$ cat src/rtl/mem_access_stage.sv
// mem_access_stage: RV32I load/store stage over a req/ack data bus; define MISALIGN_TRAP_EN to trap misaligned halfword/word accesses.
`ifndef OPCODE_WIDTH
`define OPCODE_WIDTH 11
`endif
`ifndef OPCODE_LOAD
`define OPCODE_LOAD 5
`endif
`ifndef OPCODE_STORE
`define OPCODE_STORE 6
`endif
`ifndef EXCEPTION_WIDTH
`define EXCEPTION_WIDTH 8
`endif
`ifndef LOAD_MISALIGNED
`define LOAD_MISALIGNED 4
`endif
`ifndef LOAD_ACCESS_FAULT
`define LOAD_ACCESS_FAULT 5
`endif
`ifndef STORE_MISALIGNED
`define STORE_MISALIGNED 6
`endif
`ifndef STORE_ACCESS_FAULT
`define STORE_ACCESS_FAULT 7
`endif

module mem_access_stage #(
    parameter logic [7:0] DMEM_TIMEOUT = 8'd255
) (
    input  logic                        clk,
    input  logic                        rstn,
    input  logic [`OPCODE_WIDTH-1:0]    prev_opcode_type,
    input  logic [2:0]                  prev_funct3,
    input  logic [31:0]                 prev_alu_result,
    input  logic [31:0]                 prev_rs2_data,
    input  logic [4:0]                  prev_rd,
    input  logic [31:0]                 prev_rd_wdata,
    input  logic                        prev_rd_w_en,
    input  logic                        prev_rd_valid,
    input  logic [31:0]                 prev_pc,
    input  logic [`EXCEPTION_WIDTH-1:0] prev_exception,
    output logic                        dmem_req,
    output logic                        dmem_we,
    output logic [31:0]                 dmem_addr,
    output logic [31:0]                 dmem_wdata,
    output logic [3:0]                  dmem_sel,
    input  logic                        dmem_ack,
    input  logic [31:0]                 dmem_rdata,
    output logic [4:0]                  rd,
    output logic [31:0]                 rd_wdata,
    output logic                        rd_w_en,
    output logic                        rd_valid,
    output logic [31:0]                 pc,
    output logic [`EXCEPTION_WIDTH-1:0] exception,
    input  logic                        prev_clk_en,
    output logic                        clk_en,
    input  logic                        prev_stall,
    output logic                        stall,
    input  logic                        prev_flush,
    output logic                        flush
);
    typedef enum logic {IDLE, BUSY} state_t;
    state_t state;
    logic [7:0] cnt;
    logic ld_q, wen_q, drop_q;
    logic [2:0] f3_q;
    logic [1:0] a_q;
    logic is_load, is_store, mem_op, f3_ok, mis, fault, bus_op, accept, tmo;
    logic [3:0] st_sel;
    logic [31:0] st_wdata, sh_data, ld_val;
    logic [7:0] ld_b;
    logic [15:0] ld_h;
    logic [`EXCEPTION_WIDTH-1:0] exc_l;
    logic unused_ok;

    assign unused_ok = &{1'b0, prev_opcode_type};
    assign is_load   = prev_opcode_type[`OPCODE_LOAD];
    assign is_store  = prev_opcode_type[`OPCODE_STORE];
    assign mem_op    = is_load || is_store;
    assign f3_ok     = is_load ? (prev_funct3 inside {3'b000, 3'b001, 3'b010, 3'b100, 3'b101})
                               : (!prev_funct3[2] && prev_funct3[1:0] != 2'b11);
`ifdef MISALIGN_TRAP_EN
    assign mis = (prev_funct3[1:0] == 2'b01 && prev_alu_result[0]) ||
                 (prev_funct3[1:0] == 2'b10 && prev_alu_result[1:0] != 2'b00);
`else
    assign mis = 1'b0;
`endif
    assign fault  = mem_op && !f3_ok;
    assign bus_op = mem_op && f3_ok && !mis;
    assign accept = prev_clk_en && !prev_stall && !prev_flush && state == IDLE;
    assign tmo    = DMEM_TIMEOUT != 8'd0 && cnt == DMEM_TIMEOUT - 8'd1;
    // Stall releases in the completing cycle so execute advances exactly once per access.
    assign stall  = prev_stall || (state == BUSY && !dmem_ack && !tmo) || (accept && bus_op);
    assign flush  = prev_flush;

    always_comb begin
        exc_l = '0;
        exc_l[`LOAD_ACCESS_FAULT]  = fault && is_load;
        exc_l[`STORE_ACCESS_FAULT] = fault && is_store;
        exc_l[`LOAD_MISALIGNED]    = mem_op && f3_ok && mis && is_load;
        exc_l[`STORE_MISALIGNED]   = mem_op && f3_ok && mis && is_store;
    end

    assign st_sel   = prev_funct3[1:0] == 2'b00 ? 4'b0001 << prev_alu_result[1:0] :
                      prev_funct3[1:0] == 2'b01 ? (prev_alu_result[1] ? 4'b1100 : 4'b0011) : 4'b1111;
    assign st_wdata = prev_funct3[1:0] == 2'b00 ? {4{prev_rs2_data[7:0]}} :
                      prev_funct3[1:0] == 2'b01 ? {2{prev_rs2_data[15:0]}} : prev_rs2_data;

    assign sh_data = dmem_rdata >> {a_q, 3'b000};
    assign ld_b    = sh_data[7:0];
    assign ld_h    = a_q[1] ? dmem_rdata[31:16] : dmem_rdata[15:0];
    assign ld_val  = f3_q == 3'b000 ? {{24{ld_b[7]}}, ld_b} :
                     f3_q == 3'b001 ? {{16{ld_h[15]}}, ld_h} :
                     f3_q == 3'b100 ? {24'd0, ld_b} :
                     f3_q == 3'b101 ? {16'd0, ld_h} : dmem_rdata;

    always_ff @(posedge clk) begin
        if (!rstn) begin
            state      <= IDLE;
            cnt        <= '0;
            ld_q       <= 1'b0;
            wen_q      <= 1'b0;
            drop_q     <= 1'b0;
            f3_q       <= '0;
            a_q        <= '0;
            dmem_req   <= 1'b0;
            dmem_we    <= 1'b0;
            dmem_addr  <= '0;
            dmem_wdata <= '0;
            dmem_sel   <= '0;
            rd         <= '0;
            rd_wdata   <= '0;
            rd_w_en    <= 1'b0;
            rd_valid   <= 1'b0;
            pc         <= '0;
            exception  <= '0;
            clk_en     <= 1'b0;
        end else if (state == IDLE) begin
            if (accept) begin
                rd        <= prev_rd;
                pc        <= prev_pc;
                exception <= prev_exception | exc_l;
                rd_wdata  <= prev_rd_wdata;
                rd_valid  <= prev_rd_valid;
                rd_w_en   <= prev_rd_w_en && !mem_op;
                ld_q      <= is_load;
                wen_q     <= prev_rd_w_en;
                f3_q      <= prev_funct3;
                a_q       <= prev_alu_result[1:0];
                drop_q    <= 1'b0;
                cnt       <= '0;
                dmem_req  <= bus_op;
                clk_en    <= !bus_op;
                state     <= bus_op ? BUSY : IDLE;
                if (bus_op) begin
                    dmem_we    <= is_store;
                    dmem_addr  <= {prev_alu_result[31:2], 2'b00};
                    dmem_sel   <= st_sel;
                    dmem_wdata <= st_wdata;
                end
            end else begin
                clk_en <= prev_stall && !prev_flush && clk_en;
            end
        end else if (dmem_ack || tmo) begin
            state    <= IDLE;
            dmem_req <= 1'b0;
            clk_en   <= !(drop_q || prev_flush);
            if (dmem_ack && ld_q) begin
                rd_wdata <= ld_val;
                rd_valid <= 1'b1;
                rd_w_en  <= wen_q;
            end else if (!dmem_ack) begin
                rd_w_en <= 1'b0;
                if (ld_q)
                    exception[`LOAD_ACCESS_FAULT] <= 1'b1;
                else
                    exception[`STORE_ACCESS_FAULT] <= 1'b1;
            end
        end else begin
            cnt    <= cnt + 8'd1;
            drop_q <= drop_q || prev_flush;
        end
    end
endmodule

$ cat config.mk
export PLATFORM = sky130hd
export DESIGN_NAME = mem_access_stage
export DESIGN_NICKNAME = d
export VERILOG_FILES = /design/src/rtl/mem_access_stage.sv
export SDC_FILE = /design/constraint.sdc
export NUM_CORES = 1
export LEC_CHECK = 0
export BUFFER_PORTS_ARGS = -buffer_cell sky130_fd_sc_hd__buf_2
export CORE_ASPECT_RATIO = 1.75
export CORE_MARGIN = 2
export CORE_UTILIZATION = 35
export DETAILED_ROUTE_END_ITERATION = 8
export PLACE_DENSITY_LB_ADDON = 0.3
export SLEW_MARGIN = 10
export SYNTH_ARGS = -nofsm -noshare
export SYNTH_HDL_FRONTEND = slang
export SYNTH_SLANG_ARGS = --single-unit
$ cat constraint.sdc
create_clock -name clk -period 6.25 [get_ports clk]
set_clock_uncertainty 0.1 [all_clocks]
set_input_delay 1.25 -clock clk [delete_from_list [all_inputs] [get_ports clk]]
set_output_delay 1.25 -clock clk [all_outputs]
set_load 0.1 [all_outputs]
==> results.txt, run 1 <==
----------------------------------------------------
[Status]
  Status ... finished, final reports clean

[Route]
  DRT Pass-1 Iters ... 4
  Count of unresolved DRC violations after routing ... 0
  Routed wire per std cell ... 16.0 um
  DR vias ... 7639
  Routed Antenna Nets ... 0
  Final Routed Wirelength ... 24.4 mm
  1st-iter DRT viols ... 543
  Avg Vias per Cell ... ~5

[Floorplan]
  Core box area ... 21400 um^2
  Starting Density ... around 36%
  Die extent in y ... 199 um
  I/O pins ... 347
  Row Count ... 71
  Chip Width ... ~120 um
  Total Die Area ... 23000 um^2

[Placed design]
  Placer Congestion ... ~0.84
  Placed instance area ... 9390 um^2
  Post-DP HPWL ... 17.5 mm
  Placement Setup Slack ... about 2 ns
  IO Port Bufs ... 335

[Finish]
  Layout cells sized above 1 ... 31.0%
  Fill cell total of the finished layout ... 2238
  Layout Cell Area excl Fill ... 9940 um^2
  Net count of the finished layout ... 1412
  Layout-stage area growth over the synthesis result ... 30.7%

[Clocking]
  Number of gates resized after cts ... 0
  Num Clock Sinks ... 165
  Root Buffer ... sky130_fd_sc_hd__clkbuf_16
  Worst skew pair latency ... 0.42 ns
  Clock tree from TritonCTS ... built
  Maximum root-to-sink buffer count ... 2
  Number of clock buffers inserted by TritonCTS ... 17
  Hold buffers post-CTS ... 0
  Post-CTS Setup Bufs ... 0
  Clock-pin slew on the worst setup and hold paths ... 0.06 ns
  H-tree level count ... 4

[GRT]
  First-pass GRT wire length ... 37.0 mm
  Vias in the first global route ... 7134
  Global-route congestion overflow total ... 0
  All-layer global routing usage ... 20.6%
  Antenna violations before repair ... 4
  Largest net degree at the start of global routing ... 105

[STA]
  Final setup viols ... 0
  Period minus WS final ... between 4 and 5 ns
  RSZ-0062 raised after global routing ... no
  Max Freq ... 235 MHz
  Pin slew with the least headroom to its limit ... 1.15 ns
  Setup TNS after final layout ... 0 ns
  Max_slew headroom ... 22.9%
  Count of final hold-check violations ... 0
  Final Slew Violations ... 0
  Final worst slack ... between 1.5 and 2 ns
  Period Utilization, post-route ... 68.2%

[Pwr]
  Leakage component of the power ... 4.51 nW
  Power density normalized to cell area ... about 260 nW/um^2
  Internal cell power ... ~1.8 mW
  Clock network fraction of design power ... between 30% and 40%
  Share of total power consumed by net switching ... between 30% and 40%
  Flop pwr share ... a little over two fifths
  Peak supply drop ... roughly 0.22 mV
  Comb pwr share ... 19.0%
  Switching component of the power ... 0.805 mW

[Setup path]
  Type of origin of the critical path ... input pin
  Kind of critical path ... input pin to output port
  CP required ... 4.90 ns
  Peak fanout along the critical path ... 5
  Data arrival time at the worst-slack endpoint ... 2.91 ns
  Category of the worst setup path capture point ... output port

[Logic synthesis]
  Post-synthesis share of cell area spent on full adders, half adders and majority gates ... 0.329%
  Share of flip-flops with an asynchronous set or reset ... 0%
  Post-synth design cell area ... 7610 um^2
  Unique cell type count in the Yosys netlist ... between 50 and 60
  Portion of the post-synthesis area used by sequential elements ... 43.4%
  Number of standard cells after synthesis ... 931
  Number of synthesized register bits ... around 170
  Dominant combinational cell family by area after synthesis ... compound AO/OA/AOI/OAI gates
  XOR/XNOR share of the synthesized area ... 0.345%
  Post-synthesis area per instance ... 8.17 um^2
  Ys flop type ... sky130_fd_sc_hd__dfxtp_1
  Multiplexer area fraction after synthesis ... about 3.7%
  Simple-gate share of the synthesized area ... approximately a fifth
  Yosys Warn Count ... 0
  EDFF count, synth ... 0
  Compound-Gate Fraction of Synth Area ... roughly 26%

[Worst hold path]
  Min-delay worst type ... register to register

[Flow run]
  Number of max-capacitance violations reported ... 0

----------------------------------------------------
[placed cells by master, fill, tap and decap left out, types with 3 or more instances in the layout]
cell,synthesis,routed
sky130_fd_sc_hd__nor2_1,22,22
sky130_fd_sc_hd__o21a_1,3,3
sky130_fd_sc_hd__dfxtp_1,165,165
sky130_fd_sc_hd__xor2_1,3,3
sky130_fd_sc_hd__inv_1,16,16
sky130_fd_sc_hd__o221ai_1,9,9
sky130_fd_sc_hd__nor3b_1,5,5
sky130_fd_sc_hd__nand3_1,12,12
sky130_fd_sc_hd__or3_1,20,20
sky130_fd_sc_hd__clkinv_2,0,3
sky130_fd_sc_hd__a221o_1,7,7
sky130_fd_sc_hd__nor3_1,6,6
sky130_fd_sc_hd__clkbuf_1,58,4
sky130_fd_sc_hd__clkbuf_16,0,17
sky130_fd_sc_hd__buf_2,13,334
sky130_fd_sc_hd__a21oi_1,37,37
sky130_fd_sc_hd__o211ai_1,27,27
sky130_fd_sc_hd__buf_4,6,10
sky130_fd_sc_hd__a31oi_1,3,3
sky130_fd_sc_hd__nand2b_1,3,3
sky130_fd_sc_hd__nand3b_1,7,7
sky130_fd_sc_hd__and2_1,8,8
sky130_fd_sc_hd__nand2_1,260,260
sky130_fd_sc_hd__o211a_1,20,20
sky130_fd_sc_hd__clkbuf_8,0,4
sky130_fd_sc_hd__o2111ai_1,7,7
sky130_fd_sc_hd__a21boi_0,104,104
sky130_fd_sc_hd__o21ai_0,32,32
sky130_fd_sc_hd__and3_1,3,3
sky130_fd_sc_hd__mux2i_1,27,27
sky130_fd_sc_hd__nor2b_1,13,13
[state kept, by name, indices dropped and copies added (netlist names), 2 cells and up]
register    count
f3_q            3
cnt             8
rd              5
rd_wdata       32
dmem_addr      30
dmem_sel        4
dmem_wdata     32
a_q             2
pc             32
exception       8
[power by group through the flow]
stage | logic (mW) | registers [mW] | clock network [mW]
finish | 0.485 | 1.10 | 0.970
global route | 0.514 | 1.11 | 1.04
CTS | 0.487 | 1.10 | 1.01
detailed placement | 0.486 | 1.13 | 0
floorplan | 0.135 | 1.34 | 0
global placement | 0.483 | 1.12 | 0
[final cells by class]
| cell class | count | area (um^2) | share of cell area (%) |
|---|---|---|---|
| tap | 292 | 365 | 3.68 |
| inverter | 17 | 63.8 | 0.642 |
| clock inverter | 7 | 47.5 | 0.478 |
| multi-input combinational | 670 | 3920 | 39.4 |
| sequential | 165 | 3300 | 33.2 |
| clock buffer | 25 | 495 | 4.98 |
| timing repair buffer | 344 | 1750 | 17.6 |
| antenna | 1 | 2.50 | 0.0252 |
[stage by stage]
stage                     hold slack, ns  total power [mW]  instances  util, %
after floorplan                    0.343              1.48        932        -
after global placement             0.339              1.61       1488     43.9
after global routing               0.378              2.66       1521     46.4
after CTS                          0.363              2.60       1520     46.4
final                              0.358              2.56       1521     46.4
after detailed placement           0.355              1.61       1488     43.9
[kinds of logic (layout without fill, tap and decap cells)]
| group | count (synthesis) | count (layout) |
|---|---|---|
| adders and majority gates | 2 | 2 |
| DFF | 165 | 165 |
| and+or+nand+nor | 369 | 369 |
| muxes | 28 | 28 |
| buffers and inverters | 97 | 393 |
| other | 1 | 3 |
| AOI/OAI and AO/OA | 266 | 266 |
| xor gates and xnor gates | 3 | 3 |
[path summary, 6_finish.rpt]
path / from / to / slack [ns] / depth (start not counted)
setup / recovery: prev_stall / stall / 1.99 / 5
hold / removal: dmem_wdata[6] / dmem_wdata[6] / 0.36 / 2
setup reg to reg: state / rd_wdata[8] / 3.10 / 5
hold reg to reg: dmem_wdata[6] / dmem_wdata[6] / 0.36 / 2
[layer usage]
layer  vias up  share of wire [%]  global-route usage (%)
met3        69                5.3                    5.70
met1      3527                 40                    22.5
met5         -               0.13                       0
met2       250                 50                    35.4
met4         6                4.8                    11.6
li1       3787                  -                       -
[critical path, stage by stage]
cell                       delay [ns]
sky130_fd_sc_hd__buf_2           0.14
sky130_fd_sc_hd__or4b_2          0.70
sky130_fd_sc_hd__a211oi_4        0.26
sky130_fd_sc_hd__or3_1           0.14
sky130_fd_sc_hd__buf_2           0.42
[synthesized netlist by cell type (all sizes together) (5+ instances only)]
| cell | count | share of area (%) |
|---|---|---|
| o21ai | 32 | 2.1 |
| clkbuf | 58 | 2.9 |
| a221o | 7 | 0.92 |
| o211ai | 27 | 2.7 |
| nor2b | 13 | 1.1 |
| a21boi | 105 | 10 |
| nand2 | 260 | 13 |
| and2 | 8 | 0.66 |
| nand3b | 7 | 0.69 |
| o2111ai | 7 | 0.81 |
| nor3b | 5 | 0.49 |
| dfxtp | 165 | 43 |
| o221ai | 10 | 1.2 |
| nand3 | 12 | 0.79 |
| or3 | 20 | 1.6 |
| inv | 16 | 0.79 |
| o211a | 20 | 2.6 |
| nor2 | 22 | 1.1 |
| nor3 | 6 | 0.39 |
| mux2i | 27 | 3.6 |
| buf | 22 | 1.6 |
| a21oi | 37 | 2.4 |
No activity file was read; power rests on OpenSTA's default activity.
==> run 2: changes to the inputs <==
clock period = 3.9 ns   (was 6.25 ns; I/O delays follow)
==> run 2 against run 1 <==
Net effect: register-to-register slack worse by 1.9 ns; setup slack worse by 1.2 ns; final cell count rose by 0.20%; sequential cell count unchanged; cell area increased by 0.83%; critical path depth did not move; combinational power grew 61%; die area unchanged; critical path type unchanged.
==> results.txt, run 2 (synthesis results as in run 1) <==
----------------------------------------------------
[STA]
  Final worst slack ... 0.757 ns
  Max Freq ... 318 MHz
  Final setup viols ... 0
  RSZ-0062 raised after global routing ... no
  Final Slew Violations ... 0
  Max_slew headroom ... 30.9%
  Count of final hold-check violations ... 0
  Pin slew with the least headroom to its limit ... 1.03 ns
  Setup TNS after final layout ... 0 ns
  Period Utilization, post-route ... ~81%
  Period minus WS final ... 3.14 ns
  Worst hold slack ... around 0.36 ns

[Finish]
  Largest registers ... dmem_wdata (32), pc (32), rd_wdata (32)
  Fill cell total of the finished layout ... 2231
  Layout Cell Area excl Fill ... between 10000 and 15000 um^2
  Net count of the finished layout ... 1416
  Count of antenna diodes in the layout ... 0
  Area of combinational cells with multiple inputs ... between 3000 and 4000 um^2
  Commonest non-fill, non-tap cell in the layout ... sky130_fd_sc_hd__buf_2
  Seq. cell area ... 3300 um^2
  Leading cell types in the layout, fill and taps excluded ... sky130_fd_sc_hd__buf_2, sky130_fd_sc_hd__nand2_1, sky130_fd_sc_hd__dfxtp_1, sky130_fd_sc_hd__a21boi_0, sky130_fd_sc_hd__a21oi_1
  Layout-stage area growth over the synthesis result ... 31.7%
  Layout cells sized above 1 ... 31.4%

[Clocking]
  Number of gates resized after cts ... 0
  Clock-pin slew on the worst setup and hold paths ... 0.06 ns
  Hold buffers post-CTS ... 0
  Number of clock buffers inserted by TritonCTS ... 17
  Worst skew pair latency ... 0.43 ns
  Root Buffer ... sky130_fd_sc_hd__clkbuf_16
  Maximum root-to-sink buffer count ... 2
  H-tree level count ... 4
  Clock tree from TritonCTS ... built
  Num Clock Sinks ... approximately 170
  Post-CTS Setup Bufs ... 0

[Route]
  Routed wire per std cell ... roughly 16 um
  Final Routed Wirelength ... 24.7 mm
  Count of unresolved DRC violations after routing ... 0
  DR vias ... 7648
  Avg Vias per Cell ... 5.02
  Routed Antenna Nets ... 0
  1st-iter DRT viols ... ~460
  DRT Pass-1 Iters ... 4

[Pwr]
  Comb pwr share ... 18.4%
  Switching component of the power ... 1.33 mW
  Flop pwr share ... a little over two fifths
  Overall power ... 4.24 mW
  Power density normalized to cell area ... 423 nW/um^2
  Peak supply drop ... 0.319 mV
  Internal cell power ... 2.91 mW
  Share of total power consumed by net switching ... around a third
  Leakage component of the power ... 4.56 nW
  Clock network fraction of design power ... between 30 and 40%

[Setup path]
  Crit. Startpoint ... prev_stall
  Kind of critical path ... input pin to output port
  Highest cell delay on the worst timing path ... 0.72 ns
  Category of the worst setup path capture point ... output port
  Data arrival time at the worst-slack endpoint ... 2.26 ns
  Max stage delay cell, worst path ... sky130_fd_sc_hd__or4b_2
  CP required ... between 3 and 4 ns
  Type of origin of the critical path ... input pin
  List of cells traversed by the critical path ... buf_2 > or4b_2 > a211oi_4 > or3_1 > buf_12
  Buf/Inv on CP ... 2
  Largest delay share family, worst path ... simple AND/OR/NAND/NOR gates
  Peak fanout along the critical path ... 5
  Startpoint of the lowest-slack register-to-register path ... state

[Flow run]
  Number of max-capacitance violations reported ... 0

[Placed design]
  Placement Setup Slack ... between 0.5 and 0.6 ns
  IO Port Bufs ... roughly 340
  Placer Congestion ... 0.883
  Placed instance area ... 9440 um^2
  Post-DP HPWL ... between 15 and 20 mm

[Status]
  Status ... finished, final reports clean

[GRT]
  Antenna violations before repair ... 5
  Largest net degree at the start of global routing ... 87
  Vias in the first global route ... slightly above 7000
  First-pass GRT wire length ... 38.2 mm
  Global-route congestion overflow total ... 0
  All-layer global routing usage ... between 20% and 30%

[Floorplan]
  Die extent in y ... 199 um
  Total Die Area ... ~23000 um^2
  Starting Density ... 35.5%
  Core box area ... 21400 um^2
  I/O pins ... 347
  Chip Width ... 115 um
  Row Count ... between 70 and 80

[Worst hold path]
  Start point of the worst hold path ... dmem_wdata[27]
  Min-delay worst type ... register to register

----------------------------------------------------
-- run 2: cell types whose count changed in the layout (fill, tap and decap cells not counted) --
cell,change
sky130_fd_sc_hd__buf_2,-1
sky130_fd_sc_hd__bufinv_16,+2
sky130_fd_sc_hd__clkinvlp_4,-1
sky130_fd_sc_hd__buf_4,+4
sky130_fd_sc_hd__inv_6,+3
sky130_fd_sc_hd__clkbuf_1,-2
sky130_fd_sc_hd__buf_12,+1
sky130_fd_sc_hd__clkinv_4,-1
sky130_fd_sc_hd__clkbuf_8,-2
sky130_fd_sc_hd__clkinv_2,+1
sky130_fd_sc_hd__diode_2,-1
-- run 2: layout make-up --
cell class	instances	share of cell area (%)
clock buffers	21	4.59
clock inverters	11	1.22
multi-input cells	670	39.1
inverters	17	0.637
repair buffers	348	17.9
well taps	292	3.65
flip-flops and latches	165	33.0
-- run 2: final timing paths --
kind               endpoint  slack, ns  cells past startpoint
max                   stall       0.76                      5
min          dmem_wdata[27]       0.36                      2
max reg2reg          clk_en       1.20                      5
min reg2reg  dmem_wdata[27]       0.36                      2
-- run 2: power by group through the flow --
stage	combinational, mW	sequential [mW]	clock [mW]
3_3_place_gp	0.778	1.80	0
6_report	0.779	1.77	1.69
5_1_grt	0.826	1.77	1.79
2_1_floorplan	0.217	2.15	0
4_1_cts	0.784	1.77	1.75
3_5_place_dp	0.782	1.81	0
-- run 2: through the flow --
| stage | util [%] | instances |
|---|---|---|
| after detailed placement | 44.1 | 1492 |
| after CTS | 46.8 | 1524 |
| after global placement | 44.1 | 1492 |
| after floorplan | - | 932 |
| final | 46.8 | 1524 |
| after global routing | 46.8 | 1524 |
-- run 2: worst min-delay path: stages, from the launching register on --
cell and delay (ns):
sky130_fd_sc_hd__dfxtp_1 0.31, sky130_fd_sc_hd__nand2_1 0.04, sky130_fd_sc_hd__a21boi_0 0.06
-- run 2: per-layer routing --
metal	up-vias	routed length [um]	GRT usage, %
li1	3786	-	-
met1	3542	9600	24.0
met2	248	12800	36.9
met3	62	1480	5.94
met4	10	806	8.88
met5	-	69	0
==> run 3: changes to the inputs <==
clock period = 2.9 ns   (was 3.9 ns; I/O delays follow)
==> run 3 against run 2 <==
Net effect: setup slack worse by 0.69 ns; critical path depth shrank 1; clock power up 35%; power grew 35%; global-route usage is 0.058 points higher; via count grew 0.37%; sequential power grew 34%; die area unchanged; critical endpoint unchanged; largest power group unchanged.
==> results.txt, run 3 (synthesis results as in run 1) <==
----------------------------------------------------
[Floorplan]
  Core box area ... 21400 um^2
  I/O pins ... approximately 350
  Starting Density ... 35.5%
  Row Count ... 71
  Chip Width ... 115 um
  Die extent in y ... 199 um
  Total Die Area ... 23000 um^2

[STA]
  Pin slew with the least headroom to its limit ... ~1.1 ns
  Max_slew headroom ... 29.1%
  Period Utilization, post-route ... 97.5%
  Setup TNS after final layout ... 0 ns
  Max Freq ... 354 MHz
  Final Slew Violations ... 0
  Final worst slack ... 0.0720 ns
  Count of final hold-check violations ... 0
  RSZ-0062 raised after global routing ... no
  Period minus WS final ... 2.83 ns
  Final setup viols ... 0

[Setup path]
  Register-to-Register Path Depth ... 6
  Buf/Inv on CP ... 1
  List of cells traversed by the critical path ... or4b_2 > a211oi_4 > or3_2 > buf_12
  Category of the worst setup path capture point ... output port
  Kind of critical path ... register to output port
  Data arrival time at the worst-slack endpoint ... 2.15 ns
  CP required ... 2.22 ns
  Startpoint of the lowest-slack register-to-register path ... state
  Reg2reg end ... dmem_sel[1]
  Type of origin of the critical path ... register
  Highest cell delay on the worst timing path ... 0.73 ns
  Crit. Startpoint ... state
  Max stage delay cell, worst path ... sky130_fd_sc_hd__or4b_2
  Minimum setup slack among reg-to-reg paths ... between 0.4 and 0.5 ns
  Peak fanout along the critical path ... 2
  Largest delay share family, worst path ... simple AND/OR/NAND/NOR gates

[Route]
  DR vias ... 7676
  Routed Antenna Nets ... 0
  Final Routed Wirelength ... 25.0 mm
  Routed wire per std cell ... 16.3 um
  Count of unresolved DRC violations after routing ... 0
  1st-iter DRT viols ... 470
  DRT Pass-1 Iters ... 6
  Avg Vias per Cell ... 5.01

[Pwr]
  Leakage component of the power ... between 4 and 5 nW
  Overall power ... around 5.7 mW
  Power density normalized to cell area ... 564 nW/um^2
  Peak supply drop ... 0.426 mV

[Finish]
  Net count of the finished layout ... 1423
  Leading cell types in the layout, fill and taps excluded ... sky130_fd_sc_hd__buf_2, sky130_fd_sc_hd__nand2_1, sky130_fd_sc_hd__dfxtp_1, sky130_fd_sc_hd__a21boi_0, sky130_fd_sc_hd__a21oi_1
  Layout cells sized above 1 ... between 30% and 40%
  Final core occ ... between 40% and 50%
  Largest registers ... dmem_wdata (32), pc (32), rd_wdata (32)
  Layout-stage area growth over the synthesis result ... 33.3%
  Non-Filler Instances ... 1533
  Commonest non-fill, non-tap cell in the layout ... sky130_fd_sc_hd__buf_2

[Clocking]
  Num Clock Sinks ... 165
  Maximum root-to-sink buffer count ... 2
  Number of clock buffers inserted by TritonCTS ... 17
  Worst skew pair latency ... ~0.44 ns
  Clock tree from TritonCTS ... built
  Clock-pin slew on the worst setup and hold paths ... 0.07 ns
  H-tree level count ... 4
  Root Buffer ... sky130_fd_sc_hd__clkbuf_16

[Placed design]
  Placement Setup Slack ... between 0.07 and 0.08 ns
  IO Port Bufs ... 335
  Placer Congestion ... about 0.88
  Number of instances in the placed design ... approximately 1500
  Post-DP HPWL ... between 15 and 20 mm

[GRT]
  Largest net degree at the start of global routing ... 87
  All-layer global routing usage ... 21.3%
  Antenna violations before repair ... 5
  Vias in the first global route ... 7081
  First-pass GRT wire length ... 37.6 mm
  Global-route congestion overflow total ... 0

[Worst hold path]
  Hold Path Cell Cnt ... 3
  Min-delay worst type ... input pin to register
  Start point of the worst hold path ... prev_alu_result[29]
  End point of the worst hold path ... dmem_addr[29]

[Flow run]
  Number of max-capacitance violations reported ... 0

[Status]
  Status ... finished, final reports clean

----------------------------------------------------
-- run 3: cell type report --
cell class,instances,area (um^2)
flip-flops and latches,165,3300
clock inverters,12,128
clock buffers,20,457
multi-input cells,670,3920
well taps,292,365
fillers,2182,11300
repair buffers,355,1890
diodes,2,5.00
inverters,17,63.8
-- run 3: how the worst max path moves through the flow --
stage	cells past startpoint	endpoint
4_1_cts	6	stall
5_1_grt	4	stall
6_report	4	stall
3_3_place_gp	7	dmem_sel[1]
2_1_floorplan	5	stall
3_5_place_dp	7	dmem_sel[1]
-- run 3: power breakdown --
part	switching, mW	internal, mW
clock	0.967	1.31
sequential	0.0364	2.34
combinational	0.801	0.267
total	1.80	3.92
-- run 3: what timing repair did --
| item | in CTS | in global routing |
|---|---|---|
| hold endpoints to repair | 0 | 0 |
| gates resized for setup | 0 | 2 |
| hold buffers | 0 | 0 |
| setup endpoints to repair | 0 | 1 |
| setup buffers | 0 | 1 |
-- run 3: routing by layer --
metal	vias to the layer above	GRT usage, %	share of wire [%]
met3	63	6.46	6.4
met5	-	0	0.13
met4	6	10.5	3.9
met2	281	37.1	52
li1	3805	-	-
met1	3521	23.0	38
-- run 3: worst reg2reg max path, cell delays in order (launching register included) --
cell and delay, ns:
sky130_fd_sc_hd__dfxtp_1 0.32, sky130_fd_sc_hd__or4b_2 0.73, sky130_fd_sc_hd__buf_4 0.29, sky130_fd_sc_hd__a211o_2 0.42, sky130_fd_sc_hd__buf_12 0.19, sky130_fd_sc_hd__nor3_1 0.20, sky130_fd_sc_hd__nor3b_1 0.07
-- run 3: through the flow --
step           instance area [um^2]  hold slack (ns)
2_1_floorplan                  7610            0.343
3_3_place_gp                   9540            0.340
3_5_place_dp                   9540            0.349
4_1_cts                       10100            0.255
5_1_grt                       10100            0.262
6_report                      10100            0.274
